**src/rtl/state_dump_unit.sv**
```systemverilog
// rtl/state_dump_unit.sv - post-halt register-file and data-memory dump onto a valid/ready item stream
module state_dump_unit #(
    parameter int          REG_COUNT = 32,
    parameter int          MEM_WORDS = 64,
    parameter logic [31:0] MEM_BASE  = 32'h0
) (
    input  logic        clk,
    input  logic        resetN,
    input  logic        start,
    output logic        busy,
    output logic        done,
    output logic        regSel,
    output logic [4:0]  regAddr,
    input  logic [31:0] regData,
    output logic        memSel,
    output logic        memRead,
    output logic [31:0] memAddr,
    input  logic [31:0] memData,
    output logic        outValid,
    input  logic        outReady,
    output logic        outKind,
    output logic [15:0] outIndex,
    output logic [31:0] outData
);

    typedef enum logic [2:0] {
        S_IDLE,
        S_REG_RD,
        S_REG_OUT,
        S_MEM_ADDR,
        S_MEM_WAIT,
        S_MEM_OUT,
        S_DONE
    } state_t;

    localparam logic [15:0] L_REG_LAST = 16'(REG_COUNT - 1);
    localparam logic [15:0] L_MEM_LAST = (MEM_WORDS == 0) ? 16'd0 : 16'(MEM_WORDS - 1);
    localparam bit          L_HAS_MEM  = (MEM_WORDS != 0);

    state_t      r_state;
    state_t      w_next;
    logic [15:0] r_index;
    logic [15:0] w_index_next;
    logic        r_out_valid;
    logic        r_out_kind;
    logic [15:0] r_out_index;
    logic [31:0] r_out_data;
    logic        w_hs;
    logic        w_load_reg;
    logic        w_load_mem;

    always_ff @(posedge clk or negedge resetN) begin
        if (!resetN) begin
            r_state <= S_IDLE;
            r_index <= 16'd0;
        end else begin
            r_state <= w_next;
            r_index <= w_index_next;
        end
    end

    always_comb begin
        w_next       = r_state;
        w_index_next = r_index;
        w_hs         = r_out_valid & outReady;
        w_load_reg   = 1'b0;
        w_load_mem   = 1'b0;
        busy         = 1'b1;
        done         = 1'b0;
        regSel       = 1'b0;
        memSel       = 1'b0;
        memRead      = 1'b0;
        case (r_state)
            S_IDLE: begin
                busy = 1'b0;
                if (start) begin
                    w_index_next = 16'd0;
                    w_next       = S_REG_RD;
                end
            end
            S_REG_RD: begin
                regSel     = 1'b1;
                w_load_reg = 1'b1;
                w_next     = S_REG_OUT;
            end
            S_REG_OUT: begin
                regSel = 1'b1;
                if (w_hs) begin
                    if (r_index == L_REG_LAST) begin
                        w_index_next = 16'd0;
                        w_next       = L_HAS_MEM ? S_MEM_ADDR : S_DONE;
                    end else begin
                        w_index_next = r_index + 16'd1;
                        w_next       = S_REG_RD;
                    end
                end
            end
            S_MEM_ADDR: begin
                memSel  = 1'b1;
                memRead = 1'b1;
                w_next  = S_MEM_WAIT;
            end
            S_MEM_WAIT: begin
                memSel     = 1'b1;
                memRead    = 1'b1;
                w_load_mem = 1'b1;
                w_next     = S_MEM_OUT;
            end
            S_MEM_OUT: begin
                memSel = 1'b1;
                if (w_hs) begin
                    if (r_index == L_MEM_LAST) begin
                        w_next = S_DONE;
                    end else begin
                        w_index_next = r_index + 16'd1;
                        w_next       = S_MEM_ADDR;
                    end
                end
            end
            S_DONE: begin
                done   = 1'b1;
                w_next = S_IDLE;
            end
            default: begin
                busy   = 1'b0;
                w_next = S_IDLE;
            end
        endcase
    end

    // Addresses are forced to zero outside their phase so the datapath muxes see a quiet bus.
    assign regAddr = regSel ? r_index[4:0] : 5'd0;
    assign memAddr = memRead ? (MEM_BASE + {14'd0, r_index, 2'b00}) : 32'd0;

    always_ff @(posedge clk or negedge resetN) begin
        if (!resetN) begin
            r_out_valid <= 1'b0;
            r_out_kind  <= 1'b0;
            r_out_index <= 16'd0;
            r_out_data  <= 32'd0;
        end else if (w_load_reg) begin
            r_out_valid <= 1'b1;
            r_out_kind  <= 1'b0;
            r_out_index <= r_index;
            r_out_data  <= regData;
        end else if (w_load_mem) begin
            r_out_valid <= 1'b1;
            r_out_kind  <= 1'b1;
            r_out_index <= r_index;
            r_out_data  <= memData;
        end else if (w_hs) begin
            r_out_valid <= 1'b0;
        end
    end

    assign outValid = r_out_valid;
    assign outKind  = r_out_kind;
    assign outIndex = r_out_index;
    assign outData  = r_out_data;

endmodule

```
**config.mk**
```make
export PLATFORM = sky130hd
export DESIGN_NAME = state_dump_unit
export DESIGN_NICKNAME = d
export VERILOG_FILES = /design/src/rtl/state_dump_unit.sv
export SDC_FILE = /design/constraint.sdc
export NUM_CORES = 1
export LEC_CHECK = 0
export BUFFER_PORTS_ARGS = -buffer_cell sky130_fd_sc_hd__buf_4
export CAP_MARGIN = 20
export CORE_MARGIN = 4
export CORE_UTILIZATION = 48
export CTS_BUF_LIST = sky130_fd_sc_hd__clkbuf_16
export DETAILED_ROUTE_END_ITERATION = 6
export PLACE_DENSITY_LB_ADDON = 0.08
export SYNTH_ARGS = -nofsm -noshare
export SYNTH_HDL_FRONTEND = slang
export SYNTH_SLANG_ARGS = --single-unit
```
**constraint.sdc**
```tcl
create_clock -name clk -period 2.11 [get_ports clk]
set_input_delay 0.422 -clock clk [delete_from_list [all_inputs] [get_ports clk]]
set_output_delay 0.422 -clock clk [all_outputs]
set_load 0.005 [all_outputs]
```
==> out/results.txt <==
Worst-case vdd ir drop: 0.00103 V. The logs give 0.00901 mm^2 for the floorplan die area and 3239 for the total number of vias. Counting flops with a built-in enable in the synthesized netlist gives 0. Across the run, the number of max-cap violations was 0. Entering global routing, the biggest net connects 83 pins. The first global-routing pass estimated 15.5 mm of wire.

The type of origin of the critical path was a flop. The most used flip-flop cell after synthesis was sky130_fd_sc_hd__dfrtp_1. Clock tree synthesis found a total of 69 sinks. The vertical die dimension was 94.9 um. The detail-routed via count per cell came out at 5.19. The run gives 2.54 nW as the leakage power. At the end of routability-driven placement, the weighted congestion stood at 0.826.

The run gives 160 as the I/O pin count. Data on the critical path arrives at its endpoint at 1.58 ns. The standard cell core area is 0.00729 mm^2.

Based on the critical path, the design can be clocked at up to 0.500 GHz. For flop-to-flop paths, the worst setup slack is 0.14 ns. Clock-pin slew on the worst setup and hold paths: 0.06 ns. CTS placed an instance of sky130_fd_sc_hd__clkbuf_16 at the clock tree root. The clock tree synthesis step divided the H-tree into 3 levels. STA classifies the critical path endpoint as an output port.

The total iterations of the first detailed-routing run is 4, and the clock latency of the later-clocked register in the worst-skew pair is 0.32 ns. Buffers placed on the I/O ports in this run total 143. The number of antenna diodes in the final layout is 0.

The antenna violation net count after detailed routing is 0. The multi-input combinational cells in the finished layout cover a total of 0.00174 mm^2. After synthesis, the cell types taking the most area are sky130_fd_sc_hd__dfrtp_1 (48%), sky130_fd_sc_hd__mux2i_1 (8.8%), sky130_fd_sc_hd__o21ai_0 (6.1%). The final instance count without filler cells came out at 624.

The utilization after layout was 0.713. The path class of the tightest hold or removal check is in2async. Synthesis inferred 69 register bits. The logs give 0 for the number of remaining DRC errors and 371 for the synthesized instance count. For the number of rows in the core area, the log shows 31.

The final critical-path required period is 2.00 ns, and the power per standard cell area is 1320 mW/mm^2. The tools report the data required time at the worst endpoint as 1.69 ns. The startpoint identified for the worst register-to-register timing path is r_index[10]$_DFFE_PN0P_.

The tools report the endpoint of the lowest-slack register-to-register path as r_index[5]$_DFFE_PN0P_. The count of placed standard cells including taps was 603; the setup-violating endpoint count in the final report was 0. The logs give 0.497 for the initial core utilization and 0 for the final hold violation count.

In this run the deepest clock path goes through 2 buffers. The fraction of final layout cells sized beyond drive strength 1 is 0.396. The tools report the aggregate global-route resource usage as 0.222. The total CTS buffers was 9. The max-slew violation count is 0. The category of the critical setup timing path is reg2out. The cell type with the largest total area after synthesis was sky130_fd_sc_hd__dfrtp_1. The fraction of registers with async set/reset was 1.00; the register area share after synthesis was 0.476. The total overflow reported by the global router was 0. The worst register-to-register path has a depth of 6. For this run, the post-layout net count is 589.

The chip width is 94.9 um. The initial antenna violation count came out at 0. The detailed router finished its first iteration with 118 violations.

The proportion of netlist area held by the largest area contributor is 0.476, and the number of warnings printed during yosys synthesis is 0. Relative to the synthesized area, the layout overhead comes to 43.3%. TritonCTS built the clock tree. The layout has 567 filler cells. The number of unique standard cell types used by synthesis is 44, and the number of hold buffers added after cts is 0. Summed over all layers, the routed wires come to 9.90 mm.

In this run the worst path has a maximum fanout of 9. The flow ran to the end, and the final reports show no timing, DRC or antenna violations. The maximum clock skew at final layout is 0.00706 ns.

The final routed wire length divided by cell count works out to 15.9 um. The per-instance average area after synthesis is 9.77 um^2. Number of global-route vias before repair: 3209. The sum of net half-perimeters after detailed placement came out at 7.13 mm.

Setup repair after global routing left no endpoint under its margin. The period utilization works out to 0.949. Across the whole layout, storage elements account for 0.00173 mm^2. The cell area that synthesis handed to floorplanning was 0.00363 mm^2.
-- timing repair --
action | 4_1_cts | 5_1_grt
buffers inserted | 0 | 5
resized for setup | 4 | 7
endpoints found under the setup margin | 24 | 30
pin swaps | 0 | 1
-- where the power goes --
| part | total, W | switching (W) | internal, W | leakage [nW] |
|---|---|---|---|---|
| clock network | 0.00158 | 0.000548 | 0.00103 | 0.161 |
| logic | 0.00316 | 0.00160 | 0.00156 | 1.49 |
| registers | 0.00212 | 0.000329 | 0.00179 | 0.887 |
| total | 0.00686 | 0.00248 | 0.00438 | 2.54 |
-- metal layers --
| metal | wire (um) | track usage |
|---|---|---|
| met5 | 0 | 0 |
| met3 | 790 | 0.0502 |
| met1 | 4010 | 0.271 |
| met2 | 4890 | 0.378 |
| met4 | 199 | 0.0925 |
-- through the flow --
step / instance area, um^2 / worst slack, ns / hold slack, ns / power, W / setup TNS [ns]
2_1_floorplan: 3680 / 0.272 / 0.126 / 0.00384 / 0
3_3_place_gp: 4800 / 0.0870 / 0.410 / 0.00510 / 0
3_5_place_dp: 4800 / -0.00809 / 0.415 / 0.00520 / -0.00809
4_1_cts: 5130 / 0.0390 / 0.0670 / 0.00683 / 0
5_1_grt: 5200 / 0.0124 / 0.0917 / 0.00738 / 0
6_report: 5200 / 0.108 / 0.0617 / 0.00686 / 0
-- sequential cells by signal (all words and copies together), names as in the netlist --
| register | count |
|---|---|
| outData | 32 |
| outIndex | 16 |
| r_index | 16 |
| r_state | 3 |
| outKind | 1 |
| outValid | 1 |
-- worst max-delay path: stages (launching register included) --
cell and delay (ns):
sky130_fd_sc_hd__dfrtp_2 0.47, sky130_fd_sc_hd__nand2b_1 0.31, sky130_fd_sc_hd__a21oi_4 0.23, sky130_fd_sc_hd__and2_1 0.15, sky130_fd_sc_hd__buf_4 0.10
-- layout by cell type (no fill, tap or decap), types with 2 or more instances in the layout --
cell type and n:
sky130_fd_sc_hd__dfrtp_2 4, sky130_fd_sc_hd__buf_12 3, sky130_fd_sc_hd__bufinv_16 2, sky130_fd_sc_hd__inv_1 6, sky130_fd_sc_hd__a22o_1 8, sky130_fd_sc_hd__a2bb2oi_1 3, sky130_fd_sc_hd__nor3_1 2, sky130_fd_sc_hd__a21oi_1 3
sky130_fd_sc_hd__nand3_1 11, sky130_fd_sc_hd__conb_1 16, sky130_fd_sc_hd__a21oi_4 2, sky130_fd_sc_hd__nand2b_1 3, sky130_fd_sc_hd__clkinv_4 2, sky130_fd_sc_hd__nor2_1 18, sky130_fd_sc_hd__buf_4 159, sky130_fd_sc_hd__and2_1 6
sky130_fd_sc_hd__nor3b_1 3, sky130_fd_sc_hd__nor2b_1 18, sky130_fd_sc_hd__nor2_2 2, sky130_fd_sc_hd__o21ai_1 3, sky130_fd_sc_hd__nor4_1 2, sky130_fd_sc_hd__mux2_2 15, sky130_fd_sc_hd__clkinv_2 2, sky130_fd_sc_hd__or3_1 2
sky130_fd_sc_hd__nor4_4 2, sky130_fd_sc_hd__clkbuf_16 9, sky130_fd_sc_hd__o21ai_0 44, sky130_fd_sc_hd__and3_1 2, sky130_fd_sc_hd__nand2_1 49, sky130_fd_sc_hd__o221ai_1 2, sky130_fd_sc_hd__nand3b_1 2, sky130_fd_sc_hd__o31ai_1 3
sky130_fd_sc_hd__dfrtp_1 65, sky130_fd_sc_hd__mux2i_1 32, sky130_fd_sc_hd__nand4_1 4
-- cell type report --
type,instances,area share
Multi-Input combinational cell,272,0.335
Sequential cell,69,0.333
Timing Repair Buffer,163,0.243
Clock buffer,9,0.0433
Tap cell,99,0.0238
Clock inverter,7,0.0176
Inverter,5,0.00361
-- cell families (layout without fill, tap and decap cells) --
family	count (synthesis)	count (layout)	share of synthesized area
xor gates and xnor gates	1	1	0.00242
and+or+nand+nor	131	131	0.181
muxes	47	47	0.135
DFF	69	69	0.476
adders and majority gates	1	1	0.00345
buffers and inverters	45	184	0.0711
other	1	16	0.00103
AOI/OAI and AO/OA	76	76	0.130
-- worst max path at each step --
stage,slack [ns],end,startpoint,depth (start not counted)
after global placement,0.09,r_index[8]$_DFFE_PN0P_,r_index[10]$_DFFE_PN0P_,6
final,0.11,regAddr[3],r_state[1]$_DFFE_PN0P_,4
after detailed placement,-0.008,r_index[5]$_DFFE_PN0P_,r_index[10]$_DFFE_PN0P_,6
after global routing,0.01,r_index[7]$_DFFE_PN0P_,r_index[7]$_DFFE_PN0P_,6
after CTS,0.04,memAddr[16],r_state[1]$_DFFE_PN0P_,6
after floorplan,0.27,memSel,r_state[0]$_DFFE_PN0P_,6
-- synth_stat cells (5+ instances only) --
| cell | n |
|---|---|
| sky130_fd_sc_hd__inv_1 | 5 |
| sky130_fd_sc_hd__buf_4 | 17 |
| sky130_fd_sc_hd__a22o_1 | 8 |
| sky130_fd_sc_hd__nand2_1 | 50 |
| sky130_fd_sc_hd__nor2_1 | 19 |
| sky130_fd_sc_hd__mux2i_1 | 32 |
| sky130_fd_sc_hd__nand3_1 | 11 |
| sky130_fd_sc_hd__mux2_2 | 15 |
| sky130_fd_sc_hd__o21ai_0 | 44 |
| sky130_fd_sc_hd__buf_2 | 14 |
| sky130_fd_sc_hd__nor2b_1 | 18 |
| sky130_fd_sc_hd__and2_1 | 6 |
| sky130_fd_sc_hd__dfrtp_1 | 69 |
| sky130_fd_sc_hd__clkbuf_1 | 8 |
(Power assumes the default switching activity.)
